$ cat src/rtl/core_pipelined_mem.sv
// core_pipelined_mem
//   Multi-cycle CR-CPU core. Instructions are fetched and data is accessed over
//   external req/ack memory ports, so slow or shared memories can stall the core.
//   Each instruction runs FETCH -> EXEC (-> MEM) -> FETCH. HALT stops the core
//   until the next reset.
//
// Ports
//   i_clk, i_rst_n                clock, asynchronous active-low reset
//   o_imem_req/o_imem_addr        fetch request and address (= PC)
//   i_imem_ack/i_imem_data        fetch complete, 16-bit instruction word
//   o_dmem_req/o_dmem_we          data request, 1 = STORE / 0 = LOAD
//   o_dmem_addr/o_dmem_wdata      data address (k field) and store data
//   i_dmem_ack/i_dmem_rdata       data access complete, load data
//   o_halted                      core has executed HALT
//
// Instruction word: opcode[15:12] hi[11:10] lo[9:8] k[7:0]
//   Registers: ra=0, rb=1, rc=2, rd=3.
//   Opcodes: 0 ADD, 1 SUB, 2 AND, 3 OR, 4 SHIFT, 5 MOVE, 6 LOADC, 7 JUMP,
//            8 LOAD, 9 STORE, 10 HALT, 11..15 no operation.

module core_pipelined_mem #(
  parameter int DATA_WIDTH      = 16,
  parameter int INST_ADDR_WIDTH = 8,
  parameter int DATA_ADDR_WIDTH = 8
) (
  input  logic                       i_clk,
  input  logic                       i_rst_n,
  output logic                       o_imem_req,
  output logic [INST_ADDR_WIDTH-1:0] o_imem_addr,
  input  logic                       i_imem_ack,
  input  logic [15:0]                i_imem_data,
  output logic                       o_dmem_req,
  output logic                       o_dmem_we,
  output logic [DATA_ADDR_WIDTH-1:0] o_dmem_addr,
  output logic [DATA_WIDTH-1:0]      o_dmem_wdata,
  input  logic                       i_dmem_ack,
  input  logic [DATA_WIDTH-1:0]      i_dmem_rdata,
  output logic                       o_halted
);

  localparam logic [3:0] OP_ADD   = 4'd0;
  localparam logic [3:0] OP_SUB   = 4'd1;
  localparam logic [3:0] OP_AND   = 4'd2;
  localparam logic [3:0] OP_OR    = 4'd3;
  localparam logic [3:0] OP_SHIFT = 4'd4;
  localparam logic [3:0] OP_MOVE  = 4'd5;
  localparam logic [3:0] OP_LOADC = 4'd6;
  localparam logic [3:0] OP_JUMP  = 4'd7;
  localparam logic [3:0] OP_LOAD  = 4'd8;
  localparam logic [3:0] OP_STORE = 4'd9;
  localparam logic [3:0] OP_HALT  = 4'd10;

  typedef enum logic [1:0] {
    ST_FETCH,
    ST_EXEC,
    ST_MEM,
    ST_HALT
  } state_t;

  state_t                      state;
  logic [INST_ADDR_WIDTH-1:0]  pc;
  logic [15:0]                 ir;
  logic [DATA_WIDTH-1:0]       regs [4];

  logic                        imem_req;
  logic                        dmem_req;
  logic                        dmem_we;
  logic [DATA_ADDR_WIDTH-1:0]  dmem_addr;
  logic [DATA_WIDTH-1:0]       dmem_wdata;
  logic                        halted;

  // Instruction fields
  logic [3:0]            opcode;
  logic [1:0]            hi;
  logic [1:0]            lo;
  logic [7:0]            k;
  logic [DATA_WIDTH-1:0] kx;

  assign opcode = ir[15:12];
  assign hi     = ir[11:10];
  assign lo     = ir[9:8];
  assign k      = ir[7:0];
  assign kx     = {{(DATA_WIDTH-8){1'b0}}, k};

  // Logical shift; a shift amount >= DATA_WIDTH yields zero by language rules.
  function automatic logic [DATA_WIDTH-1:0] shift_op(
    input logic [DATA_WIDTH-1:0] val,
    input logic [DATA_WIDTH-1:0] amt,
    input logic                  right
  );
    return right ? (val >> amt) : (val << amt);
  endfunction

  // EXEC-stage datapath: register write-back value and jump decision
  logic [DATA_WIDTH-1:0] op_a;
  logic [DATA_WIDTH-1:0] op_b;
  logic [DATA_WIDTH-1:0] shamt;
  logic [DATA_WIDTH-1:0] wr_val;
  logic                  wr_en;
  logic                  jump_taken;

  always_comb begin
    op_a       = lo[1] ? regs[1] : regs[0];
    op_b       = lo[0] ? kx : regs[2];
    shamt      = lo[1] ? kx : regs[3];
    wr_en      = 1'b0;
    wr_val     = regs[hi];
    jump_taken = 1'b0;
    case (opcode)
      OP_ADD:   begin wr_en = 1'b1; wr_val = op_a + op_b; end
      OP_SUB:   begin wr_en = 1'b1; wr_val = op_a - op_b; end
      OP_AND:   begin wr_en = 1'b1; wr_val = op_a & op_b; end
      OP_OR:    begin wr_en = 1'b1; wr_val = op_a | op_b; end
      OP_SHIFT: begin wr_en = 1'b1; wr_val = shift_op(regs[hi], shamt, lo[0]); end
      OP_MOVE:  begin wr_en = 1'b1; wr_val = regs[lo]; end
      OP_LOADC: begin
        wr_en = 1'b1;
        if (lo[0]) wr_val[15:8] = k;
        else       wr_val = kx;
      end
      OP_JUMP: begin
        case (lo)
          2'b00:   jump_taken = 1'b1;
          2'b01:   jump_taken = (regs[1] == '0);
          2'b10:   jump_taken = (regs[1] != '0);
          default: jump_taken = 1'b0;
        endcase
      end
      default: ;
    endcase
  end

  // Control FSM. Request outputs are registered and raised on entry to the
  // state that owns them, so an access costs no extra cycle; only the first
  // fetch after reset spends one idle cycle raising o_imem_req.
  always_ff @(posedge i_clk or negedge i_rst_n) begin
    if (!i_rst_n) begin
      state      <= ST_FETCH;
      pc         <= '0;
      ir         <= '0;
      for (int i = 0; i < 4; i++) regs[i] <= '0;
      imem_req   <= 1'b0;
      dmem_req   <= 1'b0;
      dmem_we    <= 1'b0;
      dmem_addr  <= '0;
      dmem_wdata <= '0;
      halted     <= 1'b0;
    end else begin
      case (state)
        ST_FETCH: begin
          if (!imem_req) begin
            imem_req <= 1'b1;
          end else if (i_imem_ack) begin
            ir       <= i_imem_data;
            pc       <= pc + 1'b1;
            imem_req <= 1'b0;
            state    <= ST_EXEC;
          end
        end

        ST_EXEC: begin
          state    <= ST_FETCH;
          imem_req <= 1'b1;
          if (wr_en) regs[hi] <= wr_val;
          // pc already points past this instruction; a taken jump replaces it
          if (jump_taken) pc <= regs[0][INST_ADDR_WIDTH-1:0];
          if (opcode == OP_LOAD || opcode == OP_STORE) begin
            state      <= ST_MEM;
            imem_req   <= 1'b0;
            dmem_req   <= 1'b1;
            dmem_we    <= (opcode == OP_STORE);
            dmem_addr  <= k[DATA_ADDR_WIDTH-1:0];
            dmem_wdata <= regs[hi];
          end else if (opcode == OP_HALT) begin
            state    <= ST_HALT;
            imem_req <= 1'b0;
            halted   <= 1'b1;
          end
        end

        ST_MEM: begin
          if (i_dmem_ack) begin
            dmem_req <= 1'b0;
            if (!dmem_we) regs[hi] <= i_dmem_rdata;
            state    <= ST_FETCH;
            imem_req <= 1'b1;
          end
        end

        default: ; // ST_HALT: terminal until reset
      endcase
    end
  end

  assign o_imem_req   = imem_req;
  assign o_imem_addr  = pc;
  assign o_dmem_req   = dmem_req;
  assign o_dmem_we    = dmem_we;
  assign o_dmem_addr  = dmem_addr;
  assign o_dmem_wdata = dmem_wdata;
  assign o_halted     = halted;

endmodule
$ cat config.mk
export PLATFORM = sky130hd
export DESIGN_NAME = core_pipelined_mem
export DESIGN_NICKNAME = d
export VERILOG_FILES = /design/src/rtl/core_pipelined_mem.sv
export SDC_FILE = /design/constraint.sdc
export NUM_CORES = 1
export LEC_CHECK = 0
export CAP_MARGIN = 20
export CORE_MARGIN = 2
export CORE_UTILIZATION = 50
export CTS_CLUSTER_SIZE = 30
export DETAILED_ROUTE_END_ITERATION = 6
export GPL_TIMING_DRIVEN = 0
export PLACE_DENSITY = 0.7
export SETUP_SLACK_MARGIN = 0.05
export SLEW_MARGIN = 25
export SYNTH_ARGS = -nofsm -noshare
export SYNTH_HDL_FRONTEND = slang
export SYNTH_SLANG_ARGS = --single-unit
$ cat constraint.sdc
create_clock -name i_clk -period 12.3 [get_ports i_clk]
set_input_delay 3.075 -clock i_clk [delete_from_list [all_inputs] [get_ports i_clk]]
set_output_delay 3.075 -clock i_clk [all_outputs]
set_load 0.02 [all_outputs]
Word level (Yosys, flattened, before mapping)

Index checks and enable logic that the tools add are counted.

Add/subtract/negate cells: 3
Magnitude comparators: 3
Eq/ne operators: 21
Shifts and indexed selects: 2
Mux-type cells: 43
Bitwise operators: 5
Reductions and logical operators: 19

Operators with widths:

| operator           | number |
|---|---|
| $mux 64            | 3 |
| $mux 16            | 9 |
| $bwmux 64          | 2 |
| $pmux 64 s2        | 1 |
| $pmux 16 s7        | 1 |
| $bmux 16 s2        | 2 |
| $mux 8             | 5 |
| $demux 16 s2       | 1 |
| $add 16x16->16     | 1 |
| $and 16x16->16     | 1 |
| $eq 4x3->1 const B | 4 |
| $logic_not 16->1   | 1 |
| $or 16x16->16      | 1 |
| $pmux 8 s2         | 1 |
| $reduce_bool 16->1 | 1 |
| $shl 16x16->16     | 1 |
| $shr 16x16->16     | 1 |
| $sub 16x16->16     | 1 |
| $ne 2x2->1 const B | 7 |
| $eq 4x4->1 const B | 3 |
| $reduce_and 4->1   | 3 |
| $mux 2             | 5 |
| $mux 1             | 9 |
| $reduce_and 3->1   | 3 |
| 20 further kinds   | 29 |

Register bits: 118
Bits of input ports: 36
Output and inout bits: 36
Logic and storage cells: 109

Logic depth before layout (Yosys ltp)

Gate-level depths: netlist of the first run.

Depth after elaboration: 10
Mapped depth: 21
Mapped depth without buffers: 17

Worst setup path before layout of the first run

No wires, ideal clock.

Kind: input to register
From: input port i_dmem_ack
To: register regs[53] in the netlist's numbering
Setup time: 0.125 ns
Data arrival time: 4.596 ns
Data required time: 12.175 ns
Path slack: 7.580 ns
Stages on the path: 7
Buffers on the path: 1
Cell sequence: inv_1 -> o21ai_0 -> o211a_1 -> nor2b_1 -> nor2b_1 -> clkbuf_1 -> mux2_2

Word-level cells in the longest chain between the ends: 2

Ends and longest elaborated chain:

| what                              | line | RTL |
|---|---|---|
| start: declaration                | 36   | `input logic i_dmem_ack,` |
| $ne 2x2->1 (no source line)       | n/a  |  |
| $reduce_and 4->1 (no source line) | n/a  |  |
| end signal: indexed assignment    | 164  | `if (wr_en) regs[hi] <= wr_val;` |
| end signal: indexed assignment    | 184  | `if (!dmem_we) regs[hi] <= i_dmem_rdata;` |
| end: declaration                  | 63   | `logic [DATA_WIDTH-1:0] regs [4];` |

No other way between the ends.
A chain may end at the register's enable or synchronous reset.

Final worst setup path of the first run

From: register ir[8]
To: register regs[13] in the netlist's numbering

Word-level cells in the longest chain between the ends: 8
Elaborated cells on any way between the ends: 15
Classes of those cells: add/sub (2); mux (10); bitwise (3)

Ends and longest elaborated chain:

| what                                                                   | line | RTL |
|---|---|---|
| start: declaration                                                     | 62   | `logic [15:0] ir;` |
| start signal: assignment                                               | 154  | `ir <= i_imem_data;` |
| parallel branches: the longest is 4 deep, another holds $sub 16x16->16 | n/a  |  |
| $pmux 16 s7 (*)                                                        | 109  | `case (opcode)` |
| $bwmux 64 (*)                                                          | 164  |  |
| $mux 64 (*)                                                            | 164  |  |
| $pmux 64 s2 (*)                                                        | 149  | `case (state)` |

Mark *: on every way between the ends. The select of a mux whose other input is x is not followed.

==> metrics.yaml, run 1 <==
status:
  outcome: "finished, violations left"
  violations: "DRC"
setup_path:
  critical_path_class: "reg -> reg"
  cp.arrival_ps: 6880
  cp_slowest_stage_delay_ps: 700
  start_kind: "flip-flop"
  cp.required_ps: 12580
  path_max_fanout: 10
  crit_path_frequent_cell: "buf_2"
  end_kind: "flip-flop"
  worst_path_max_delay_cell: "buf_1"
  path_cells: "buf_2 > buf_2 > buf_2 > buf_2 > buf_1 > mux2i_1 > ha_1 > a21oi_1 > ha_1 > nor2b_1 > o31ai_1 > a211oi_1 > or4_1 > nand4_1 > nand3_1 > a2bb2oi_1 > o21ai_0"
clock_network:
  cts_made_buffers: 17
  cts_hold_buf: 0
  numClockSinks: 118
  cts_resized: 0
  htreeDepth: 4
  clock_latency_ps: 440
  clk_pin_slew_worst_paths_ps: 60
  clockBufferDepth: 2
  cts_tree: "built"
  root_buffer: "clkbuf_16"
  post_cts_buffers: 0
detailed_routing:
  antenna_left: 0
  drtPass1Iterations: 7
  routedWlPerCell_um: 27.5
  drt_iter0_markers: 1510
  vias: 10000
  routed_wl_um: 39700
  drc: 1
  via_per_inst: 6.96
synthesis:
  synth_top_area_cell: "dfrtp_1"
  synthCells: 1071
  synthTopCellsByCount: "118 x dfrtp_1, 103 x nand2_1, 100 x mux2_2"
  synth_cell_types: 88
  ys_seq_elements: 118
  yosys_warnings: 0
  synth_most_common_cell: "dfrtp_1"
  seq_area_frac_synth_pct: 30.0
  synth.avg_cell_area_um2: 9.20
  synth_top_area_share_pct: 30.0
  syn_area_um2: 9850
  syn_nets: 1132
  synth-edff-count: 0
  synth-main-ff-cell: "dfrtp_1"
  async_flop_share_pct: 100
  synthTopCellsByArea: "dfrtp_1 30%, mux2_2 11%, mux4_2 8.9%, nand2_1 3.9%, o21ai_0 3.7%"
floorplanning:
  rows: 51
  io-pin-count: 72
  start_util_pct: 50.8
  die-height_um: 144
  core_area_um2: 19400
  die-area_um2: 20800
  fp.dieW_um: 144
placed_design:
  gp_congestion: 1.09
  dp.cells: 1408
  dpl.hpwl_um: 30100
  portBuffers: 71
global_routing:
  grtUsageTotal_pct: 38.7
  grt_overflow: 0
  antenna_found_initial: 1
  grt_pass1_vias: 9183
  grt_max_degree: 89
  grt_pass1_wl_um: 58400
layout:
  area_growth_pct: 17.3
  stdcell_count: 1440
  multiInputGateArea_um2: 6550
  drive_gt1_share_pct: 18.7
  seq_area_um2: 2950
  antenna-diode-count: 0
  nets: 1223
  utilization_pct: 59.6
  fillers: 1719
run:
  drv_cap: 0
timing:
  finalCritPeriodShare_pct: 53.6
  skew_ps: 14.4
  slew_headroom_pct: 34.6
  fin_tns_setup_ps: 0
  setup_viol: 0
  tightest_slew_ps: 971
  rsz0062_at_grt: "no"
  maxSlewViolCount: 0
  hold_viol_final: 0
  layout_min_cycle_time_ps: 6600
  fmax_ghz: 0.152
hold_path:
  hp-class: "reg -> reg"
[routing by layer]
| metal | wire length (µm) | track usage (%) | up-vias |
|---|---|---|---|
| met3 | 5140 | 10.6 | 138 |
| met5 | 0 | 0 | - |
| li1 | - | - | 4296 |
| met4 | 2090 | 19.0 | 0 |
| met1 | 16200 | 55.3 | 4822 |
| met2 | 16200 | 53.7 | 765 |
[path summary, 6_finish.rpt]
path / start / end / cells after the start / slack [ps]
max: ir[8] / regs[13] / 17 / 5700
min: o_halted / o_halted / 1 / 470
max reg2reg: ir[8] / regs[13] / 17 / 5700
min reg2reg: o_halted / o_halted / 1 / 470
max in group asynchronous: i_rst_n / regs[24] / 2 / 9080
min in group asynchronous: i_rst_n / o_imem_addr[6] / 1 / 2480
[logic make-up after synthesis]
logic type | after synthesis | share of synthesized area (%)
AOI/OAI and AO/OA | 316 | 21.3
buffers and inverters | 88 | 3.68
adders and majority gates | 25 | 3.25
xor gates and xnor gates | 20 | 1.78
and+or+nand+nor | 339 | 17.0
muxes | 165 | 23.0
DFF | 118 | 30.0
[critical path, delay by kind of cell, from the launching register on]
family / cells / cell delay, ps
AOI/OAI and AO/OA: 5 / 1910
adders and majority gates: 2 / 590
buffers and inverters: 5 / 2170
DFF: 1 / 320
muxes: 1 / 500
and+or+nand+nor: 4 / 940
[layout by cell type, fill, tap and decap left out, drive strengths merged, types with 6 or more instances in the layout]
master,n
nor3,32
and3,9
nor2,84
xor2,10
o31ai,9
a221oi,12
mux2i,26
nand3,24
clkdlybuf4s50,70
a2111oi,8
and2,6
o2111ai,9
nand4,12
a211o,7
a21boi,23
o22ai,16
a31oi,8
buf,27
mux4,39
o21a,8
nor4,18
o21ai,84
clkbuf,65
or3,9
a211oi,17
nand2,104
inv,22
ha,24
xnor2,10
mux2,100
dfrtp,118
a21oi,69
o211ai,7
nor2b,10
[registers in the layout (all words and copies together) (netlist names), 2 cells and up]
| signal | cells |
|---|---|
| o_dmem_addr | 8 |
| o_imem_addr | 8 |
| regs | 64 |
| state | 2 |
| o_dmem_wdata | 16 |
| ir | 16 |
[stage by stage]
| stage | instance area [µm²] | setup slack [ps] | hold slack [ps] |
|---|---|---|---|
| after floorplan | 9850 | 7580 | 478 |
| after global placement | 10900 | 3320 | 461 |
| after detailed placement | 10900 | 5970 | 463 |
| after CTS | 11500 | 5920 | 480 |
| after global routing | 11600 | 5440 | 514 |
| final | 11600 | 5700 | 473 |
[cell type report]
cell class / count / share of cell area (%)
Inverter: 16 / 0.520
Buffer: 72 / 2.62
Clock buffer: 18 / 3.71
Clock inverter: 14 / 1.62
Tap cell: 265 / 2.87
Sequential cell: 118 / 25.5
Multi-Input combinational cell: 865 / 56.7
Timing Repair Buffer: 72 / 6.43
Power of run 1 is left out: the tool's default activity adds up to more than one toggle a clock period on the data nets, which glitch-free logic cannot reach.
==> run 2: changes to the inputs <==
Settings changed: PLACE_DENSITY 0.7 to 0.72.
Clock period 12.3 ns to 5.7 ns, I/O delays scaled along.
==> metrics.yaml, run 2 (synthesized netlist as in run 1, its figures left out) <==
timing:
  hold_viol_final: 0  # unchanged
  rsz0062_at_grt: "yes"
  finalCritPeriodShare_pct: 94.6  # +41 points
  slew_headroom_pct: 25.0  # -9.7 points
  layout_min_cycle_time_ps: 5390  # -1200 ps
  maxSlewViolCount: 0  # unchanged
  setup_viol: 0  # unchanged
  tightest_slew_ps: 1120  # +151 ps
  fmax_ghz: 0.185  # +22%
  skew_ps: 24.4  # +10.0 ps
setup_path:
  cp_num_buf_inv: 4  # -1
  path_max_fanout: 10  # unchanged
  r2r-end: "regs[24]"
  critical_path_class: "reg -> reg"
  worstRegToRegCells: 17  # unchanged
  crit_family: "compound AO/OA/AOI/OAI gates"
  end_kind: "flip-flop"
  start_kind: "flip-flop"
  worst_path_max_delay_cell: "clkbuf_1"
  reg2reg_slack_ps: 310  # -5400 ps
  cp.required_ps: 6000  # -6580 ps
  cp_slowest_stage_delay_ps: 490  # -210 ps
  cp.arrival_ps: 5700  # -1180 ps
  crit_path_frequent_cell: "clkbuf_1"
  r2r-start: "ir[13]"
  path_cells: "clkbuf_1 > clkbuf_1 > nor3_2 > clkbuf_1 > and2_1 > clkbuf_1 > nor2_1 > xor2_1 > ha_1 > a211oi_1 > o21a_1 > o21bai_1 > xor2_1 > a221oi_1 > o32ai_1 > a21oi_2 > o21ai_1"
clock_network:
  htreeDepth: 4  # unchanged
  numClockSinks: 118  # unchanged
  clockBufferDepth: 2  # unchanged
  root_buffer: "clkbuf_16"
  clk_pin_slew_worst_paths_ps: 70  # about the same
  cts_hold_buf: 0  # unchanged
  cts_tree: "built"
  cts_made_buffers: 17  # unchanged
  clock_latency_ps: 440  # about the same
hold_path:
  whs_endpoint: "o_halted"
  hold_depth: 1  # unchanged
  worstHoldStart: "o_halted"
  hp-class: "reg -> reg"
detailed_routing:
  drc: 0  # -1
  routed_wl_um: 40500  # +2.1%
  routedWlPerCell_um: 28.1  # +2.2%
  via_per_inst: 6.93  # -0.46%
  drtPass1Iterations: 7  # unchanged
  drt_iter0_markers: 1536  # +1.7%
  vias: 9968  # -0.53%
  antenna_left: 0  # unchanged
run:
  drv_cap: 0  # unchanged
floorplanning:
  fp.dieW_um: 144  # unchanged
  rows: 51  # unchanged
  die-area_um2: 20800  # unchanged
  core_area_um2: 19400  # unchanged
  io-pin-count: 72  # unchanged
  die-height_um: 144  # unchanged
  start_util_pct: 50.8  # unchanged
layout:
  area_growth_pct: 17.4
  antenna-diode-count: 0  # unchanged
  layout_commonest_cell: "dfrtp_1"
  utilization_pct: 59.7  # +0.077 points
  mostFrequentLayoutCells: "118 x dfrtp_1, 103 x nand2_1, 100 x mux2_2"
  largest_register_ff_count: 64  # unchanged
  largest_register: "regs"
  design_area_um2: 11600  # +0.13%
  nets: 1222  # -0.082%
  drive_gt1_share_pct: 19.3  # +0.61 points
placed_design:
  dpl.hpwl_um: 30800  # +2.3%
  dpl-instance-area_um2: 10900  # about the same
  gp_congestion: 1.03  # -5.7%
  portBuffers: 71  # unchanged
global_routing:
  met3_usage_pct: 10.2  # -0.40 points
  grtUsageTotal_pct: 39.2  # +0.58 points
  grt_util_met2_pct: 55.7  # +2.0 points
  grt_busiest_layer: "met1"
  grt_pass1_vias: 9301  # +1.3%
  grtUsageMet1_pct: 56.2  # +0.87 points
  grt_pass1_wl_um: 59400  # +1.7%
  antenna_found_initial: 0  # -1
  grt_max_degree: 93  # +4.5%
  grt_overflow: 0  # unchanged
status:
  outcome: "completed"
[run 2: layer usage]
layer / share of wire, % / vias up
met5: 0 / -
met4: 4.5 / 0
met3: 12 / 127
met2: 41 / 727
met1: 42 / 4830
li1: - / 4284
[run 2: worst max-delay path by stage]
stage / startpoint / endpoint / slack, ps / cells past startpoint
final: ir[13] / regs[24] / 310 / 17
after global routing: ir[8] / regs[15] / 50 / 20
after CTS: ir[8] / regs[4] / 170 / 16
after detailed placement: ir[8] / regs[61] / -720 / 17
after global placement: i_rst_n / o_dmem_wdata[14] / -1480 / 1
after floorplan: ir[8] / regs[23] / 1200 / 17
[run 2: timing repair]
item / 4_1_cts / 5_1_grt
resized for setup: 4 / 5
endpoints found under the setup margin: 52 / 32
buffers inserted: 0 / 0
[run 2: through the flow]
step	hold WS, ps	setup TNS, ps	setup WS, ps	std cells
2_1_floorplan	478	0	1200	1071
3_3_place_gp	463	-186720	-1480	1407
3_5_place_dp	476	-12250	-723	1408
4_1_cts	493	0	173	1439
5_1_grt	514	0	49.8	1439
6_report	490	0	307	1439
[run 2: final cells by class]
class                   instances  area [µm²]
flip-flops and latches        118        2950
clock inverters                15         174
clock buffers                  17         425
repair buffers                 72         743
inverters                      16        60.1
multi-input cells             865        6580
plain buffers                  71         304
fillers                      1755        7830
well taps                     265         332
Power of run 2 is left out for the same reason.
